### config.mk
export PLATFORM = sky130hd
export DESIGN_NAME = spi_slave
export DESIGN_NICKNAME = d
export VERILOG_FILES = /design/src/rtl/spi_slave.sv
export SDC_FILE = /design/constraint.sdc
export NUM_CORES = 1
export LEC_CHECK = 0
export ABC_CLOCK_PERIOD_IN_PS = 1820
export CAP_MARGIN = 40
export CORE_AREA = 2 2 81 91
export DETAILED_ROUTE_END_ITERATION = 8
export DIE_AREA = 0 0 83 93
export GPL_ROUTABILITY_DRIVEN = 0
export HOLD_SLACK_MARGIN = 0.06
export PLACE_DENSITY = 0.58
export REMOVE_ABC_BUFFERS = 1
export SYNTH_ARGS = -nofsm -noshare
export SYNTH_HDL_FRONTEND = slang
export SYNTH_SLANG_ARGS = --single-unit
### constraint.sdc
create_clock -name clk -period 1.82 [get_ports clk]
set_input_delay 0.364 -clock clk [delete_from_list [all_inputs] [get_ports clk]]
set_output_delay 0.364 -clock clk [all_outputs]
set_load 0.03 [all_outputs]
### src/rtl/spi_slave.sv
// SPI mode-0 slave with clk-domain synchronizers, a single-byte transmit buffer
// and a one-cycle rx_valid strobe per completed byte.
module spi_slave #(
    parameter int unsigned SYNC_STAGES = 2
) (
    input  logic       clk,
    input  logic       rst,
    input  logic       sclk,
    input  logic       nss,
    input  logic       mosi,
    output logic       miso,
    input  logic [7:0] tx_data,
    input  logic       tx_load,
    output logic       tx_ready,
    output logic [7:0] rx_data,
    output logic       rx_valid,
    output logic       busy
);

    typedef enum logic {IDLE, ACTIVE} state_t;

    state_t                 state;
    logic [SYNC_STAGES-1:0] sclk_sync, nss_sync, mosi_sync, warm;
    logic                   sclk_s, nss_s, mosi_s, sclk_d, nss_d, nss_arm;
    logic [7:0]             tx_buf, tx_shift, rx_shift;
    logic                   tx_pending, byte_done, done_pend;
    logic [2:0]             bit_cnt;
    logic                   sclk_rise, sclk_fall, nss_rise, nss_fall, load_ok, consume;

    assign sclk_s    = sclk_sync[SYNC_STAGES-1];
    assign nss_s     = nss_sync[SYNC_STAGES-1];
    assign mosi_s    = mosi_sync[SYNC_STAGES-1];
    assign sclk_rise = sclk_s & ~sclk_d;
    assign sclk_fall = ~sclk_s & sclk_d;
    assign nss_rise  = nss_s & ~nss_d;
    assign nss_fall  = ~nss_s & nss_d;
    assign load_ok   = tx_load & ~tx_pending;
    assign tx_ready  = ~tx_pending;
    assign busy      = (state == ACTIVE);
    assign miso      = (state == ACTIVE) & tx_shift[7];

    always_comb begin
        consume = 1'b0;
        if (state == IDLE)
            consume = nss_fall & nss_arm;
        else if (!nss_rise && sclk_fall && byte_done)
            consume = 1'b1;
    end

    always_ff @(posedge clk) begin
        if (!rst) begin
            state      <= IDLE;
            sclk_sync  <= '0;
            mosi_sync  <= '0;
            nss_sync   <= '1;
            warm       <= '0;
            sclk_d     <= 1'b0;
            nss_d      <= 1'b1;
            nss_arm    <= 1'b0;
            tx_buf     <= '0;
            tx_shift   <= '0;
            rx_shift   <= '0;
            rx_data    <= '0;
            rx_valid   <= 1'b0;
            tx_pending <= 1'b0;
            byte_done  <= 1'b0;
            done_pend  <= 1'b0;
            bit_cnt    <= '0;
        end else begin
            sclk_sync <= {sclk_sync[SYNC_STAGES-2:0], sclk};
            nss_sync  <= {nss_sync[SYNC_STAGES-2:0], nss};
            mosi_sync <= {mosi_sync[SYNC_STAGES-2:0], mosi};
            warm      <= {warm[SYNC_STAGES-2:0], 1'b1};
            sclk_d    <= sclk_s;
            nss_d     <= nss_s;
            // A select already low when reset releases must not start a frame:
            // arm only once nss_s has been seen high with real pin data.
            if (warm[SYNC_STAGES-1] && nss_s)
                nss_arm <= 1'b1;

            rx_valid  <= 1'b0;
            done_pend <= 1'b0;
            if (done_pend) begin
                rx_data  <= rx_shift;
                rx_valid <= 1'b1;
            end

            if (load_ok)
                tx_buf <= tx_data;
            if (load_ok)
                tx_pending <= 1'b1;
            else if (consume)
                tx_pending <= 1'b0;

            case (state)
                IDLE: begin
                    if (nss_fall && nss_arm) begin
                        state     <= ACTIVE;
                        tx_shift  <= tx_pending ? tx_buf : 8'h00;
                        bit_cnt   <= '0;
                        byte_done <= 1'b0;
                    end
                end
                ACTIVE: begin
                    if (nss_rise) begin
                        state     <= IDLE;
                        bit_cnt   <= '0;
                        byte_done <= 1'b0;
                    end else if (sclk_rise) begin
                        rx_shift <= {rx_shift[6:0], mosi_s};
                        bit_cnt  <= bit_cnt + 3'd1;
                        if (bit_cnt == 3'd7) begin
                            done_pend <= 1'b1;
                            byte_done <= 1'b1;
                        end
                    end else if (sclk_fall) begin
                        if (byte_done) begin
                            tx_shift  <= tx_pending ? tx_buf : 8'h00;
                            byte_done <= 1'b0;
                        end else begin
                            tx_shift <= {tx_shift[6:0], 1'b0};
                        end
                    end
                end
                default: state <= IDLE;
            endcase
        end
    end

endmodule
# ---- Word level (Yosys, flattened, before mapping)
# Index checks and enable logic that the tools add are counted.
# Widths: inputs -> output; s select.
dict set report classes {
  n_addsub 1
  mux 27
  eq_ne 8
  reduce_logical 11
  bitwise 16
}
# operator count
set op_table {}
lappend op_table {{$mux 8} 6}
lappend op_table {{$pmux 8 s2} 1}
lappend op_table {{$mux 1} 14}
lappend op_table {{$mux 3} 3}
lappend op_table {{$not 1->1} 9}
lappend op_table {{$and 1x1->1} 7}
lappend op_table {{$pmux 3 s2} 1}
lappend op_table {{$reduce_and 3->1} 2}
lappend op_table {{$logic_and 1x1->1} 4}
lappend op_table {{$ne 2x1->1 const B} 2}
lappend op_table {{$ne 2x2->1 const B} 2}
lappend op_table {{$ne 4x1->1 const B} 1}
lappend op_table {{$ne 4x2->1 const B} 1}
lappend op_table {{$pmux 1 s2} 2}
lappend op_table {{$reduce_and 4->1} 1}
lappend op_table {{$reduce_or 4->1} 1}
lappend op_table {{$add 3x1->3 const B} 1}
lappend op_table {{$eq 3x3->1 const B} 1}
lappend op_table {{$ne 3x1->1 const B} 1}
lappend op_table {{$reduce_and 2->1} 1}
lappend op_table {{$reduce_bool 2->1} 1}
lappend op_table {{$logic_not 1->1} 1}
dict set report totals {
  register_bits 51
  output_inout_bits 12
  in_bits 14
}

# ---- Logic depth before layout (Yosys ltp)
dict set report depth {
  ltp_word 9
  ltp_mapped 6
}

# ---- Worst setup path after synthesis
# No wires, ideal clock.
dict set report synth_timing {
  kind {register -> register}
  from {register state, in the netlist busy}
  to {register tx_shift[7]}
  period_less_slack_ps 1689
  setup_ps 116
  n_path_buf 2
  path_slack_ps 131
  stages_incl_launch_ff 7
  arrival_ps 1573
  cell_sequence {dfxtp_1 buf_4 inv_2 o41ai_4 buf_6 o211ai_2 o211a_1}
}
dict set report synth_via {
  elab_chain_len 3
  elab_cells_between_ends 7
}
# item line
set synth_lines {}
lappend synth_lines {{start, declared} 22} ;# state_t state;
lappend synth_lines {{start signal, assigned} 52} ;# state <= IDLE;
lappend synth_lines {{start signal, assigned} 98} ;# state <= ACTIVE;
lappend synth_lines {{start signal, assigned} 106} ;# state <= IDLE;
lappend synth_lines {{$not 1->1 (no line)} n/a}
lappend synth_lines {{$ne 2x1->1 (no line)} n/a}
lappend synth_lines {{$reduce_and 4->1 (no line)} n/a}
lappend synth_lines {{end signal, assigned} 99} ;# tx_shift <= tx_pending ? tx_buf : 8'h00;
lappend synth_lines {{end signal, assigned} 118} ;# tx_shift <= tx_pending ? tx_buf : 8'h00;
lappend synth_lines {{end signal, assigned} 121} ;# tx_shift <= {tx_shift[6:0], 1'b0};
lappend synth_lines {{end, declared} 25} ;# logic [7:0] tx_buf, tx_shift, rx_shift;
# Parallel ways exist; a longest one is shown, timed or not.
# A chain may end at the register's enable or synchronous reset.

# ---- Worst setup path after layout
dict set report layout_timing {
  from {register state, in the netlist busy}
  to {output port busy}
}
# item line
set layout_rtl {}
lappend layout_rtl {{end, declared} 17} ;# output logic busy
# No word-level cell between the ends.

==> flow_summary.ini <==
[synth]
yosysTopAreaCellShare_pct = 51.1
yosys.area.top_type = dfxtp_1
ys_ff_latch = 51
synth_common_cells = dfxtp_1, nand2_1, nor2b_1
ys_types = 31
synth-edff-count = 0
synthCells = 202
yosysSeqAreaShare_pct = 51.1
synth_area_um2 = 2000
ys_top_cells_by_area = dfxtp_1, mux2i_1, nor2b_1, nand2_1, o211a_1
ys.flop_type = dfxtp_1
avgSynthCellArea_um2 = 9.89
synth_most_common_cell = dfxtp_1
async_reset_ff_share_pct = 0
yosys_warnings = 0

[global_route]
grtUsageTotal_pct = 9.66
grt_remaining_overflow = 0
grt_pass1_wl_um = 6150
grt_pass1_vias = 1381
antenna_found_initial = 0
grt_max_degree = 56

[floorplan]
dieArea_um2 = 7720
core.rowCount = 32
coreArea_um2 = 6850
ios = 26
start_util_pct = 29.2
die_w_um = 83
die_h_um = 93

[final_layout]
drive_above_1_share_pct = 7.42
final_nets = 245
syn_to_final_growth_pct = 23.5
diodes = 0
fin_cells = 314
finalInstanceArea_um2 = 2470
final_core_util_pct = 36.0

[pwr]
power_uw = 2050
power.switching_uw = 431
switching_share_pct = 21.1
pwr-share-clk_pct = 37.1
seqPwrFrac_pct = 56.6
p_int_uw = 1610
p_leak_uw = 0.00101
power_frac_comb_pct = 6.3
p_per_area_nw_per_um2 = 829
max-vdd-ir-drop_uv = 387

[place]
postPlaceCellArea_um2 = 2340
io_buffers = 25
dp.cells = 304
place_hpwl_um = 2230

[sta]
min_period_ns = 1.76
fin_worst_skew_ns = 0.00353
hold_violations = 0
finalSetupViolCount = 0
setup-tns-final_ns = 0
fin_crit_sh_pct = 96.8
slew_viol_final = 0
max-slew-margin-rel_pct = 63.8
fmax_mhz = 567
tightestPinTransition_ns = 0.543
rsz0062_at_grt = no

[critical_path]
critPathLaunchType = flip-flop
end_kind = primary output
required_ns = 1.46
cp.buffers_inverters = 1
slowest_delay_ns = 0.71
slowest_stage = clkdlybuf4s50_1
crit_family = buffers and inverters
worst-path-max-fanout = 4
cp_cell_sequence = clkdlybuf4s50_1
critPathKind = reg2out
crit_arrival_ns = 1.40

[hold_path]
hp-class = reg2reg

[cts]
cts.sinks = 51
hold_buffers = 0
clock_latency_ns = 0.30
htree_levels = 2
cts_buffers = 5
clockBufferDepth = 2
clk_pin_slew_ns = 0.09
clockRootBuffer = clkbuf_8
cts_tree = built

[detailed_routing]
drtIter0Drc = 30
first_pass_iters = 4
viasPerCell = 4.51
antenna_left = 0
drcViolationCount = 0
wirelength_um = 3500
via_count = 1417
avgRoutedWirePerCell_um = 11.1

[run]
maxCapViolations = 0

[status]
status = completed
[state kept, by name, summed over array words and instances (netlist names), 3 cells and up]
name / count
tx_buf: 8
rx_data: 8
bit_cnt: 3
tx_shift: 8
rx_shift: 8
[cell families after synthesis]
kind of cell | after synthesis | share of synthesized area (%)
AO/OA/AOI/OAI | 34 | 14.4
AND/OR/NAND/NOR | 76 | 20.3
multiplexers | 16 | 8.01
buffers and inverters | 23 | 4.95
adder cells (fa/ha/maj) | 2 | 1.25
flip-flops | 51 | 51.1
[cell usage in the layout, fill, tap and decap left out, types with 7 or more instances in the layout]
cell             count
inv_1                9
a21boi_0             9
clkdlybuf4s50_1     24
nand2_1             25
and2_1               9
nor2b_1             20
mux2i_1             16
nand3_1             10
dfxtp_1             51
buf_4                7
o211a_1              7
[power groups by stage]
stage	combinational, uW	sequential, uW	clock (uW)
2_1_floorplan	55.8	1180	0
3_3_place_gp	130	1180	0
3_5_place_dp	130	1180	0
4_1_cts	132	1160	782
5_1_grt	146	1160	825
6_report	130	1160	758
[per-layer routing]
layer / part of all wire (%) / GRT usage [%] / vias up
li1: - / - / 732
met1: 51 / 11.8 / 650
met2: 44 / 16.3 / 30
met3: 3.9 / 2.65 / 5
met4: 1.1 / 3.69 / 0
met5: 0 / 0 / -
[path summary, 6_finish.rpt]
| check | startpoint | end | cells after the start | slack (ns) |
|---|---|---|---|---|
| setup / recovery | busy | busy | 1 | 0.06 |
| hold / removal | nss_sync[0] | nss_sync[1] | 1 | 0.42 |
| setup reg to reg | busy | tx_shift[3] | 6 | 0.25 |
| hold reg to reg | nss_sync[0] | nss_sync[1] | 1 | 0.42 |
[through the flow]
step | hold slack (ns) | setup WS (ns)
after global placement | 0.397 | 0.106
final | 0.419 | 0.0576
after global routing | 0.437 | 0.00498
after detailed placement | 0.398 | 0.0101
after floorplan | 0.386 | 0.0118
after CTS | 0.420 | 0.0306
[timing repair]
| item | in CTS | in global routing |
|---|---|---|
| buffers inserted | 3 | 0 |
| hold endpoints to repair | 0 | 0 |
| gates resized for setup | 1 | 0 |
| setup endpoints to repair | 2 | 0 |
[area by class of cell]
class                   instances  area, um2
well taps                      85        106
flip-flops and latches         51       1020
inverters                      10       37.5
clock buffers                   6       72.6
fillers                       709       4380
repair buffers                 33        322
multi-input cells             128        878
clock inverters                 1       30.0
Note: power is estimated with default switching activity, not from simulation.
